===== src/rtl/sb_pkg.sv =====
// Shared widths and the per-entry payload type for the MEM-to-DM store buffer.
package sb_pkg;
   localparam int LANES      = 4;
   localparam int DATA_W     = 32;
   localparam int BE_W       = 4;
   localparam int PC_W       = 32;
   localparam int DEFAULT_AW = 30;

   // Word address is kept in its own array so the address width can be a top-level parameter
   typedef struct packed {
      logic [DATA_W-1:0] data;
      logic [BE_W-1:0]   be;
      logic [PC_W-1:0]   pc;
   } sb_payload_t;
endpackage


===== src/rtl/sb_fwd_lane.sv =====
// One byte lane of load forwarding: picks the youngest matching buffered byte, else DM read data.
module sb_fwd_lane #(
   parameter int DEPTH = 4
) (
   input  logic [DEPTH-1:0]      match,
   input  logic [DEPTH-1:0][7:0] lane_bytes,
   input  logic [7:0]            mem_byte,
   output logic [7:0]            byte_out,
   output logic                  hit
);

   // Inputs are ordered oldest (index 0) to youngest, so the last match seen wins
   always_comb begin
      byte_out = mem_byte;
      hit      = 1'b0;
      for (int i = 0; i < DEPTH; i++) begin
         if (match[i]) begin
            byte_out = lane_bytes[i];
            hit      = 1'b1;
         end
      end
   end

endmodule


===== src/rtl/store_buffer.sv =====
// FIFO store buffer between MEM and data memory with per-byte load forwarding.
// Optional store coalescing into the youngest entry is enabled by STORE_BUFFER_COALESCE_EN.
module store_buffer
   import sb_pkg::*;
#(
   parameter int DEPTH = 4,
   parameter int AW    = DEFAULT_AW
) (
   input  logic                     clk,
   input  logic                     reset,
   input  logic                     st_valid,
   input  logic [31:0]              st_addr,
   input  logic [31:0]              st_data,
   input  logic [3:0]               st_be,
   input  logic [31:0]              st_pc,
   output logic                     st_ready,
   input  logic [31:0]              ld_addr,
   input  logic [31:0]              ld_mem_rd,
   output logic [31:0]              ld_data,
   output logic                     ld_hit,
   output logic                     dm_we,
   output logic [31:0]              dm_addr,
   output logic [31:0]              dm_wd,
   output logic [3:0]               dm_be,
   output logic [31:0]              dm_pc,
   input  logic                     dm_ready,
   output logic                     empty,
   output logic [$clog2(DEPTH):0]   count
);

   localparam int PW = $clog2(DEPTH);
   localparam int CW = PW + 1;

   logic [AW-1:0]       waddr_q [DEPTH];
   sb_payload_t         entry_q [DEPTH];
   logic [PW-1:0]       head_q, tail_q;
   logic [CW-1:0]       count_q;
   logic                retire, do_push;
   logic [LANES-1:0]    lane_hit;
   logic [DEPTH-1:0]    lane_match [LANES];
   logic [DEPTH-1:0][7:0] lane_bytes [LANES];
   logic                unused_bits;

   assign unused_bits = ^{ld_addr[1:0], st_addr[1:0]};

   // A reset cycle never presents a write, so DM cannot retire an entry that is being discarded
   assign dm_we   = !reset && (count_q != '0);
   assign retire  = dm_we && dm_ready;
   assign dm_addr = {waddr_q[head_q][AW-1:0], 2'b00};
   assign dm_wd   = entry_q[head_q].data;
   assign dm_be   = entry_q[head_q].be;
   assign dm_pc   = entry_q[head_q].pc;
   assign empty   = (count_q == '0);
   assign count   = count_q;

`ifdef STORE_BUFFER_COALESCE_EN
   logic [PW-1:0] ytail;
   logic          can_coalesce, do_coalesce;

   // The youngest entry may absorb a store unless it is the head leaving this cycle
   assign ytail        = tail_q - PW'(1);
   assign can_coalesce = (count_q != '0) && (waddr_q[ytail] == st_addr[31:2])
                         && !((count_q == CW'(1)) && retire);
   assign do_coalesce  = st_valid && (st_be != 4'b0000) && can_coalesce;
   assign st_ready     = (count_q < CW'(DEPTH)) || can_coalesce;
`else
   logic do_coalesce;
   assign do_coalesce = 1'b0;
   assign st_ready    = (count_q < CW'(DEPTH));
`endif

   assign do_push = st_valid && st_ready && (st_be != 4'b0000) && !do_coalesce;

   // Pointer, occupancy and entry update; no bypass in either the full or empty direction
   always_ff @(posedge clk) begin
      if (reset) begin
         head_q  <= '0;
         tail_q  <= '0;
         count_q <= '0;
         for (int i = 0; i < DEPTH; i++) entry_q[i].be <= '0;
      end else begin
`ifdef STORE_BUFFER_COALESCE_EN
         if (do_coalesce) begin
            for (int l = 0; l < LANES; l++)
               if (st_be[l]) entry_q[ytail].data[8*l +: 8] <= st_data[8*l +: 8];
            entry_q[ytail].be <= entry_q[ytail].be | st_be;
            entry_q[ytail].pc <= st_pc;
         end
`endif
         if (do_push) begin
            waddr_q[tail_q]      <= st_addr[31:2];
            entry_q[tail_q].data <= st_data;
            entry_q[tail_q].be   <= st_be;
            entry_q[tail_q].pc   <= st_pc;
            tail_q               <= tail_q + PW'(1);
         end
         if (retire) head_q <= head_q + PW'(1);
         case ({do_push, retire})
            2'b10:   count_q <= count_q + CW'(1);
            2'b01:   count_q <= count_q - CW'(1);
            default: count_q <= count_q;
         endcase
      end
   end

   // Present live entries to the lane selectors in age order, oldest first
   always_comb begin
      logic [PW-1:0] slot;
      slot = '0;
      for (int l = 0; l < LANES; l++) begin
         lane_match[l] = '0;
         lane_bytes[l] = '0;
      end
      for (int k = 0; k < DEPTH; k++) begin
         slot = head_q + PW'(k);
         for (int l = 0; l < LANES; l++) begin
            lane_match[l][k] = (CW'(k) < count_q) && (waddr_q[slot] == ld_addr[31:2])
                               && entry_q[slot].be[l];
            lane_bytes[l][k] = entry_q[slot].data[8*l +: 8];
         end
      end
   end

   for (genvar l = 0; l < LANES; l++) begin : g_lane
      sb_fwd_lane #(.DEPTH(DEPTH)) u_lane (
         .match      (lane_match[l]),
         .lane_bytes (lane_bytes[l]),
         .mem_byte   (ld_mem_rd[8*l +: 8]),
         .byte_out   (ld_data[8*l +: 8]),
         .hit        (lane_hit[l])
      );
   end

   assign ld_hit = |lane_hit;

endmodule


===== config.mk =====
export PLATFORM = sky130hd
export DESIGN_NAME = store_buffer
export DESIGN_NICKNAME = d
export VERILOG_FILES = /design/src/rtl/sb_pkg.sv /design/src/rtl/sb_fwd_lane.sv /design/src/rtl/store_buffer.sv
export SDC_FILE = /design/constraint.sdc
export NUM_CORES = 1
export LEC_CHECK = 0
export ABC_AREA = 1
export CAP_MARGIN = 20
export CELL_PAD_IN_SITES_DETAIL_PLACEMENT = 1
export CELL_PAD_IN_SITES_GLOBAL_PLACEMENT = 2
export CORE_MARGIN = 3
export CORE_UTILIZATION = 33
export CTS_BUF_LIST = sky130_fd_sc_hd__clkbuf_4 sky130_fd_sc_hd__clkbuf_8
export DETAILED_ROUTE_END_ITERATION = 12
export GPL_TIMING_DRIVEN = 0
export HOLD_SLACK_MARGIN = 0.02
export PLACE_DENSITY_LB_ADDON = 0.3
export REMOVE_ABC_BUFFERS = 1
export SLEW_MARGIN = 20
export SYNTH_ARGS = -nofsm -noshare
export SYNTH_HDL_FRONTEND = slang
export SYNTH_SLANG_ARGS = --single-unit
export TNS_END_PERCENT = 20

===== constraint.sdc =====
create_clock -name clk -period 8.1 [get_ports clk]
set_input_delay 1.62 -clock clk [delete_from_list [all_inputs] [get_ports clk]]
set_output_delay 1.62 -clock clk [all_outputs]
set_load 0.005 [all_outputs]

==> results.yml, run 1 <==
timing:
  hold_violations: 0
  hold-worst-slack_ns: 0.652
  max_freq_ghz: 0.129
  fin_crit_sh_pct: 95.5
  min_period_ns: 7.73
  slew_headroom_pct: 23.0
  clock_skew_ns: 0.0294
  rsz0062_at_grt: "no"
  tightest_slew_ns: 1.15
  setup_viol: 0
  tns_ns: 0
  slew_violations: 0
critical_path:
  startpoint_type: "flip-flop"
  slowest_delay_ns: 0.56
  critical_path.top_delay_family: "simple AND/OR/NAND/NOR gates"
  crit_path_cell_trace: "buf_16 > inv_8 > buf_16 > nand2_4 > nand2_8 > buf_16 > nand2_1 > nand3_1 > nand2_1 > nor2_1 > nand2_1 > nor2_1 > nand2_1 > nor2_4 > buf_16 > buf_16 > nand2_2 > nand3_1 > nand2_1 > a21oi_1 > clkdlybuf4s50_1"
  cp.required_ns: 6.48
  cp-end-kind: "output pin"
  worstPathMaxFanout: 95
  slowest_stage: "clkdlybuf4s50_1"
  path_class: "reg2out"
  worst-path-buf-inv: 7
  arrival_ns: 6.11
routing:
  drc_errors: 0
  vias: 24400
  vias_per_cell: 5.13
  postRouteAntennaNets: 0
  avgRoutedWirePerCell_um: 21.3
  firstDrtPassIters: 9
  routed_wl_um: 101000
  first_iter_violations: 1664
placement:
  gp_congestion: 0.812
  dp.final_hpwl_um: 69400
  dp.cells: 4623
  detailed_place.area_um2: 29900
  numPortBuffers: 300
finish:
  stdcell_count: 4764
  syn2layout_area_growth_pct: 24.9
  drive_above_1_share_pct: 5.96
  fin_nets: 3911
  finalInstanceArea_um2: 31500
  final_common_cell: "nand2_1"
  final_cell_mix: "1,341 x nand2_1, 392 x edfxtp_1, 374 x nor2_1"
  final_core_utilization_pct: 41.9
clocking:
  ctsHtreeMaxLevel: 3
  clk_path_buf_depth: 3
  cts_sinks: 401
  cts_hold_buf: 0
  tritoncts: "built"
  root_buffer: "clkbuf_8"
  clk_latency_ns: 0.70
  post-cts-setup-buffers: 0
  cts_resized: 0
  path_clk_slew_ns: 0.06
  cts_buffers: 77
die:
  core_um2: 75100
  die_h_um: 282
  die_w_um: 282
  initial_core_util_pct: 33.6
  die-area_um2: 79700
  rows: 100
  io_pins: 307
grt:
  antenna_found_initial: 8
  use_met2_pct: 42.9
  met1_usage_pct: 32.6
  grt_use_met3_pct: 4.32
  grt_pass1_wl_um: 150000
  busiest_layer: "met2"
  grt_pass1_vias: 24700
  grt_max_degree: 115
  grt.total_usage_pct: 25.0
  overflow: 0
yosys:
  syn_area_um2: 25200
  yosysWarnings: 0
  syn_area_per_cell_um2: 7.26
  synth_cells: 3472
  ys_seq_area_share_pct: 47.4
  synth-main-ff-cell: "edfxtp_1"
  synth_seq_cells: 401
  synth_edf_count: 392
  synthDistinctLibCells: 36
  synthArstFlopShare_pct: 0
run_status:
  status: "complete, no violations"
hold_path:
  hp-class: "reg2reg"
power_and_ir_drop:
  p_leak_nw: 14.0
  power_density_nw_per_um2: 200
  ir_drop_uv: 164
run:
  drv_cap: 0
## layout make-up
cell class              count  area (um^2)
fillers                  9225        43600
flip-flops and latches    401        12000
inverters                 341         1310
clock buffers              99         1220
clock inverters            36          289
multi-input cells        2558        11200
repair buffers            355         4200
diodes                      5         12.5
well taps                 969         1210
## per-layer routing
metal / wire, um / part of all wire [%]
met1: 44700 / 44
met4: 2520 / 2.5
met2: 48800 / 48
met3: 5370 / 5.3
met5: 34 / 0.034
## final timing paths
kind | end | start | depth (start not counted) | slack (ns)
hold / removal | count[0] | count[0] | 2 | 0.65
setup / recovery | ld_data[23] | head_q[0] | 21 | 0.37
setup reg to reg | entry_q[0][33] | count[2] | 11 | 4.51
hold reg to reg | count[0] | count[0] | 2 | 0.65
## synth_stat cells, types with 2 or more instances
cell,instances,area share (%)
a31oi_1,5,0.12
buf_2,51,1.0
a22oi_1,59,1.8
inv_1,331,4.9
inv_2,3,0.045
nand4_1,13,0.32
edfxtp_1,392,47
clkinv_1,6,0.089
a221oi_2,2,0.12
nand2_1,1341,20
o21ai_0,168,3.3
buf_6,7,0.31
a21oi_2,8,0.28
nor3_1,4,0.079
nand3_1,324,6.4
buf_1,14,0.21
dfxtp_1,9,0.72
xor2_1,6,0.21
nand2_4,3,0.13
o21a_1,2,0.060
a21oi_1,160,3.2
ha_1,9,0.45
clkbuf_1,85,1.3
nor2_1,382,5.7
o211ai_1,5,0.15
o21ai_1,5,0.099
o22ai_1,38,0.94
nor2_4,4,0.18
nand3b_4,3,0.24
nor2_2,2,0.050
nand2_2,11,0.27
buf_4,16,0.48
## stage by stage
| step | power (W) | setup WS (ns) |
|---|---|---|
| after global placement | 0.00428 | -12.92 |
| after detailed placement | 0.00430 | 0.889 |
| after floorplan | 0.00339 | -2.36 |
| after global routing | 0.00663 | 0.00577 |
| final | 0.00628 | 0.366 |
| after CTS | 0.00635 | 0.119 |
## registers in the layout (all words and copies together) (netlist names), named ones only
register and cells:
entry_q 272, count 3, head_q 2, tail_q 2, waddr_q 120
## cells by family (layout without fill, tap and decap cells)
group | count (synthesis) | count (layout) | synth area share, %
compound gates | 452 | 452 | 10.0
other cells | 1 | 7 | 0.0149
simple gates | 2089 | 2089 | 33.5
xor+xnor | 6 | 6 | 0.209
buf+inv | 514 | 831 | 8.37
fa+ha+maj | 9 | 9 | 0.447
flops | 401 | 401 | 47.4
## tightest hold or removal path: cells and delay by family (launching register included)
| family | cells | cell delay [ns] |
|---|---|---|
| flops | 1 | 0.37 |
| compound gates | 1 | 0.09 |
| buf+inv | 1 | 0.15 |
## where the power goes
part	total (W)	switching [W]	internal, W
Sequential	0.00242	0.0000635	0.00236
Clock	0.00202	0.000948	0.00107
Combinational	0.00184	0.00117	0.000667
Total	0.00628	0.00218	0.00410
Note: power is estimated with default switching activity, not from simulation.
==> run 2: changes to the inputs <==
Settings changed: CORE_MARGIN 3 to 2.
==> results.yml, run 2 (synthesis results as in run 1) <==
clocking:
  cts_sinks: 401
  tritoncts: "built"
  path_clk_slew_ns: 0.06
  root_buffer: "clkbuf_8"
  ctsHtreeMaxLevel: 3
  cts_buffers: 79
  clk_latency_ns: 0.70
  cts_hold_buf: 0
  clk_path_buf_depth: 3
grt:
  met1_usage_pct: 31.8
  grt_pass1_wl_um: 150000
  grt.total_usage_pct: 25.5
  grt_pass1_vias: 24800
  busiest_layer: "met2"
  grt_use_met3_pct: 4.53
  overflow: 0
  antenna_found_initial: 16
  use_met2_pct: 43.5
  grt_max_degree: 104
timing:
  hold_violations: 0
  hold-worst-slack_ns: 0.619
  max_freq_ghz: 0.127
  rsz0062_at_grt: "no"
  setup_viol: 0
  clock_skew_ns: 0.0460
  slew_violations: 0
  min_period_ns: 7.86
  tightest_slew_ns: 1.08
  slew_headroom_pct: 27.7
  fin_crit_sh_pct: 97.0
hold_path:
  hold_depth: 2
  hp-class: "reg2reg"
  worstHoldStart: "count[0]"
  hold_path_end: "count[0]"
power_and_ir_drop:
  ir_drop_uv: 182
  power.total_w: 0.00644
  power_density_nw_per_um2: 203
  p_leak_nw: 14.1
routing:
  vias: 24300
  vias_per_cell: 5.08
  postRouteAntennaNets: 0
  routed_wl_um: 101000
  firstDrtPassIters: 5
  avgRoutedWirePerCell_um: 21.1
  first_iter_violations: 1126
  drc_errors: 0
critical_path:
  rrSetupSlack_ns: 4.80
  r2r_end: "entry_q[2][32]"
  r2r-start: "count[2]"
  worstPathMaxFanout: 89
  worstRegToRegCells: 12
  arrival_ns: 6.24
  cp-end-kind: "output pin"
  path_class: "reg2out"
  startpoint_type: "flip-flop"
  cp.required_ns: 6.48
die:
  die-area_um2: 78600
  rows: 101
  initial_core_util_pct: 33.2
  core_um2: 75800
  die_w_um: 280
  io_pins: 307
  die_h_um: 280
finish:
  largest_reg_flops: 272
  drive_above_1_share_pct: 6.21
  final_common_cell: "nand2_1"
  fin_nets: 3914
  syn2layout_area_growth_pct: 25.7
  final_cell_mix: "1,341 x nand2_1, 392 x edfxtp_1, 374 x nor2_1"
  top_register: "entry_q"
placement:
  dp.final_hpwl_um: 70000
  numPortBuffers: 300
  gp_congestion: 0.802
run_status:
  status: "complete, no violations"
run:
  drv_cap: 0
run 2: cell type report:
| class | instances | area (um^2) |
|---|---|---|
| antenna | 9 | 22.5 |
| timing repair buffer | 356 | 4240 |
| sequential | 401 | 12000 |
| fill | 9259 | 44200 |
| clock inverter | 44 | 408 |
| tap | 978 | 1220 |
| multi-input combinational | 2558 | 11200 |
| inverter | 341 | 1310 |
| clock buffer | 100 | 1250 |
run 2: worst max-delay path by stage:
stage                          from           to  slack (ns)
after floorplan           head_q[0]   ld_data[0]       -2.36
after global placement    head_q[0]   ld_data[1]      -12.46
final                     head_q[1]  ld_data[30]        0.24
after detailed placement  head_q[0]  ld_data[30]        0.66
after CTS                 head_q[0]  ld_data[30]        0.12
after global routing      head_q[1]  ld_data[25]        0.03
run 2: stage by stage:
step	std cells	area, um^2	TNS, ns	utilization, %	setup WS [ns]
6_report	4787	31700	0	41.8	0.245
5_1_grt	4786	31700	0	41.8	0.0308
4_1_cts	4777	31600	0	41.7	0.122
3_5_place_dp	4633	30000	0	39.5	0.658
3_3_place_gp	4578	28600	-2656.67	37.7	-12.46
2_1_floorplan	3300	24400	-77.67	-	-2.36
run 2: critical path: stages (launching register included):
cell and delay [ns]:
dfxtp_2 0.79, inv_4 0.40, nand2_2 0.54, nand2_8 0.29, buf_16 0.35, nand2_1 0.15, nand2_1 0.06, nand2_1 0.05
nand2_1 0.12, nor2_1 0.15, nand2_1 0.06, nor2_1 0.21, nand2_1 0.13, nor2_4 0.60, buf_12 0.28, nand2_2 0.17
nand3_1 0.13, nand2_1 0.06, a21oi_1 0.32, clkdlybuf4s50_1 0.58
run 2: timing repair:
action                                  CTS  global route
setup buffers                             0             1
endpoints found under the setup margin    7             4
resized for setup                         1             0
run 2: power breakdown:
group | switching [W] | total [W] | internal (W)
Clock | 0.000989 | 0.00219 | 0.00120
Combinational | 0.00115 | 0.00182 | 0.000670
Sequential | 0.0000628 | 0.00242 | 0.00236
Total | 0.00221 | 0.00644 | 0.00423
run 2: metal layers:
metal | wire length, um | part of all wire, %
met1 | 43200 | 43
met4 | 3620 | 3.6
met3 | 5180 | 5.1
met2 | 48700 | 48
met5 | 86 | 0.085
==> run 3: changes to the inputs <==
Settings changed: CORE_ASPECT_RATIO set to 0.8.
==> results.yml, run 3 (synthesis results as in run 1) <==
critical_path:
  startpoint_type: "flip-flop"
  cp.required_ns: 6.48
  path_class: "reg2out"
  rrSetupSlack_ns: 5.02
  r2r-start: "head_q[0]"
  worstRegToRegCells: 8
  cp-startpoint: "head_q[0]"
  arrival_ns: 6.17
  cp-end-kind: "output pin"
  worstPathMaxFanout: 103
die:
  die-area_um2: 78600
  io_pins: 307
  die_w_um: 313
  initial_core_util_pct: 33.4
  core_um2: 75400
  die_h_um: 251
  rows: 90
timing:
  hold_violations: 0
  setup_viol: 0
  timing.final.ws_setup_ns: 0.307
  slew_headroom_pct: 22.9
  fin_crit_sh_pct: 96.2
  min_period_ns: 7.79
  max_freq_ghz: 0.128
  tightest_slew_ns: 1.15
  slew_violations: 0
  rsz0062_at_grt: "no"
  clock_skew_ns: 0.0347
finish:
  final_cell_mix: "1,341 x nand2_1, 392 x edfxtp_1, 374 x nor2_1"
  largest_reg_flops: 272
  fin_nets: 3917
  drive_above_1_share_pct: 6.24
  final_common_cell: "nand2_1"
  syn2layout_area_growth_pct: 26.2
  multi_input_area_um2: 11300
  finalInstanceArea_um2: 31800
  nFillCells: 9270
  top_register: "entry_q"
  regArea_um2: 12000
clocking:
  path_clk_slew_ns: 0.06
  ctsHtreeMaxLevel: 3
  cts_sinks: 401
  clk_path_buf_depth: 3
  root_buffer: "clkbuf_8"
  cts_buffers: 75
  tritoncts: "built"
  clk_latency_ns: 0.71
  cts_hold_buf: 0
grt:
  grt.total_usage_pct: 25.6
  overflow: 0
  grt_pass1_wl_um: 153000
  grt_pass1_vias: 24700
  grt_max_degree: 134
  antenna_found_initial: 11
placement:
  place_ws_ns: 0.00268
  gp_congestion: 0.838
  dp.final_hpwl_um: 69200
  numPortBuffers: 300
  detailed_place.area_um2: 30000
routing:
  avgRoutedWirePerCell_um: 21.4
  firstDrtPassIters: 8
  postRouteAntennaNets: 0
  routed_wl_um: 103000
  drc_errors: 0
  first_iter_violations: 1638
  vias_per_cell: 5.10
  vias: 24600
run_status:
  status: "complete, no violations"
hold_path:
  hold_depth: 2
  worstHoldStart: "count[0]"
  hold_path_end: "count[0]"
  hp-class: "reg2reg"
power_and_ir_drop:
  swShare_pct: 34.7
  power_density_nw_per_um2: 203
  ir_drop_uv: 204
  power.switching_w: 0.00224
  clkPwrFrac_pct: 33.4
  p_leak_nw: 14.2
  power_frac_seq_pct: 37.5
  pwr-share-comb_pct: 29.1
  intPower_w: 0.00422
run:
  drv_cap: 0
[run 3: cell types whose count changed in the layout (fill, tap and decap cells not counted), sizes merged, moves of 3 or more]
cell	before	now
diode	9	1
nand2	1355	1358
buf	56	59
clkinv	37	42
clkbuf	100	89
[run 3: repair_timing]
| item | in CTS | in global routing |
|---|---|---|
| setup endpoints to repair | 33 | 24 |
| resized for setup | 0 | 3 |
| gates cloned | 1 | 3 |
| pin swaps | 2 | 1 |
| setup buffers | 5 | 0 |
[run 3: final cells by class]
type,instances,share of cell area [%]
multi-input combinational,2561,35.6
clock buffer,88,3.57
antenna,1,0.00787
inverter,341,4.12
sequential,401,37.6
tap,1012,3.98
timing repair buffer,360,13.7
clock inverter,49,1.46
[run 3: power by group through the flow]
stage | clock [W] | sequential (W) | combinational [W]
detailed placement | 0 | 0.00247 | 0.00183
floorplan | 0 | 0.00248 | 0.000915
global route | 0.00228 | 0.00243 | 0.00207
global placement | 0 | 0.00254 | 0.00172
CTS | 0.00220 | 0.00242 | 0.00186
finish | 0.00216 | 0.00242 | 0.00188
[run 3: metal layers]
| layer | vias up | GRT usage (%) | wire [um] |
|---|---|---|---|
| met5 | - | 0 | 107 |
| met4 | 18 | 6.90 | 2420 |
| met3 | 161 | 5.73 | 7490 |
| met2 | 675 | 41.1 | 46400 |
| met1 | 11800 | 34.8 | 46700 |
| li1 | 11900 | - | - |
[run 3: worst max-delay path by stage]
stage,end,slack (ns),cells after the start
4_1_cts,ld_data[27],0.03,20
2_1_floorplan,ld_data[0],-2.36,16
6_report,ld_data[26],0.31,24
5_1_grt,ld_data[26],0.05,24
3_3_place_gp,ld_data[1],-12.25,15
3_5_place_dp,ld_data[8],0.003,23
[run 3: stage by stage]
| step | std cells | total power (W) | hold slack [ns] | TNS, ns | util [%] |
|---|---|---|---|---|---|
| after floorplan | 3300 | 0.00339 | 0.564 | -77.67 | - |
| after global placement | 4612 | 0.00427 | 0.609 | -2485.64 | 38.0 |
| after detailed placement | 4666 | 0.00430 | 0.640 | 0 | 39.8 |
| after CTS | 4809 | 0.00649 | 0.651 | 0 | 42.0 |
| after global routing | 4813 | 0.00678 | 0.688 | 0 | 42.1 |
| final | 4813 | 0.00646 | 0.647 | 0 | 42.1 |
[run 3: critical path, cell delays in order, from the launching register on]
cell and delay, ns:
dfxtp_4 0.54, buf_16 0.30, buf_16 0.28, buf_12 0.27, inv_8 0.13, buf_16 0.28
nand2_8 0.24, nand2_8 0.23, buf_16 0.34, nand2_1 0.12, nand2_1 0.05, nand2_1 0.11
nand2_1 0.09, nor2_1 0.09, nand2_1 0.07, nor2_1 0.26, nand2_1 0.15, nor2_4 0.14
buf_12 0.15, buf_16 0.17, nand2_2 0.17, nand3_1 0.17, nand2_1 0.06, a21oi_1 0.30
clkdlybuf4s50_1 0.59
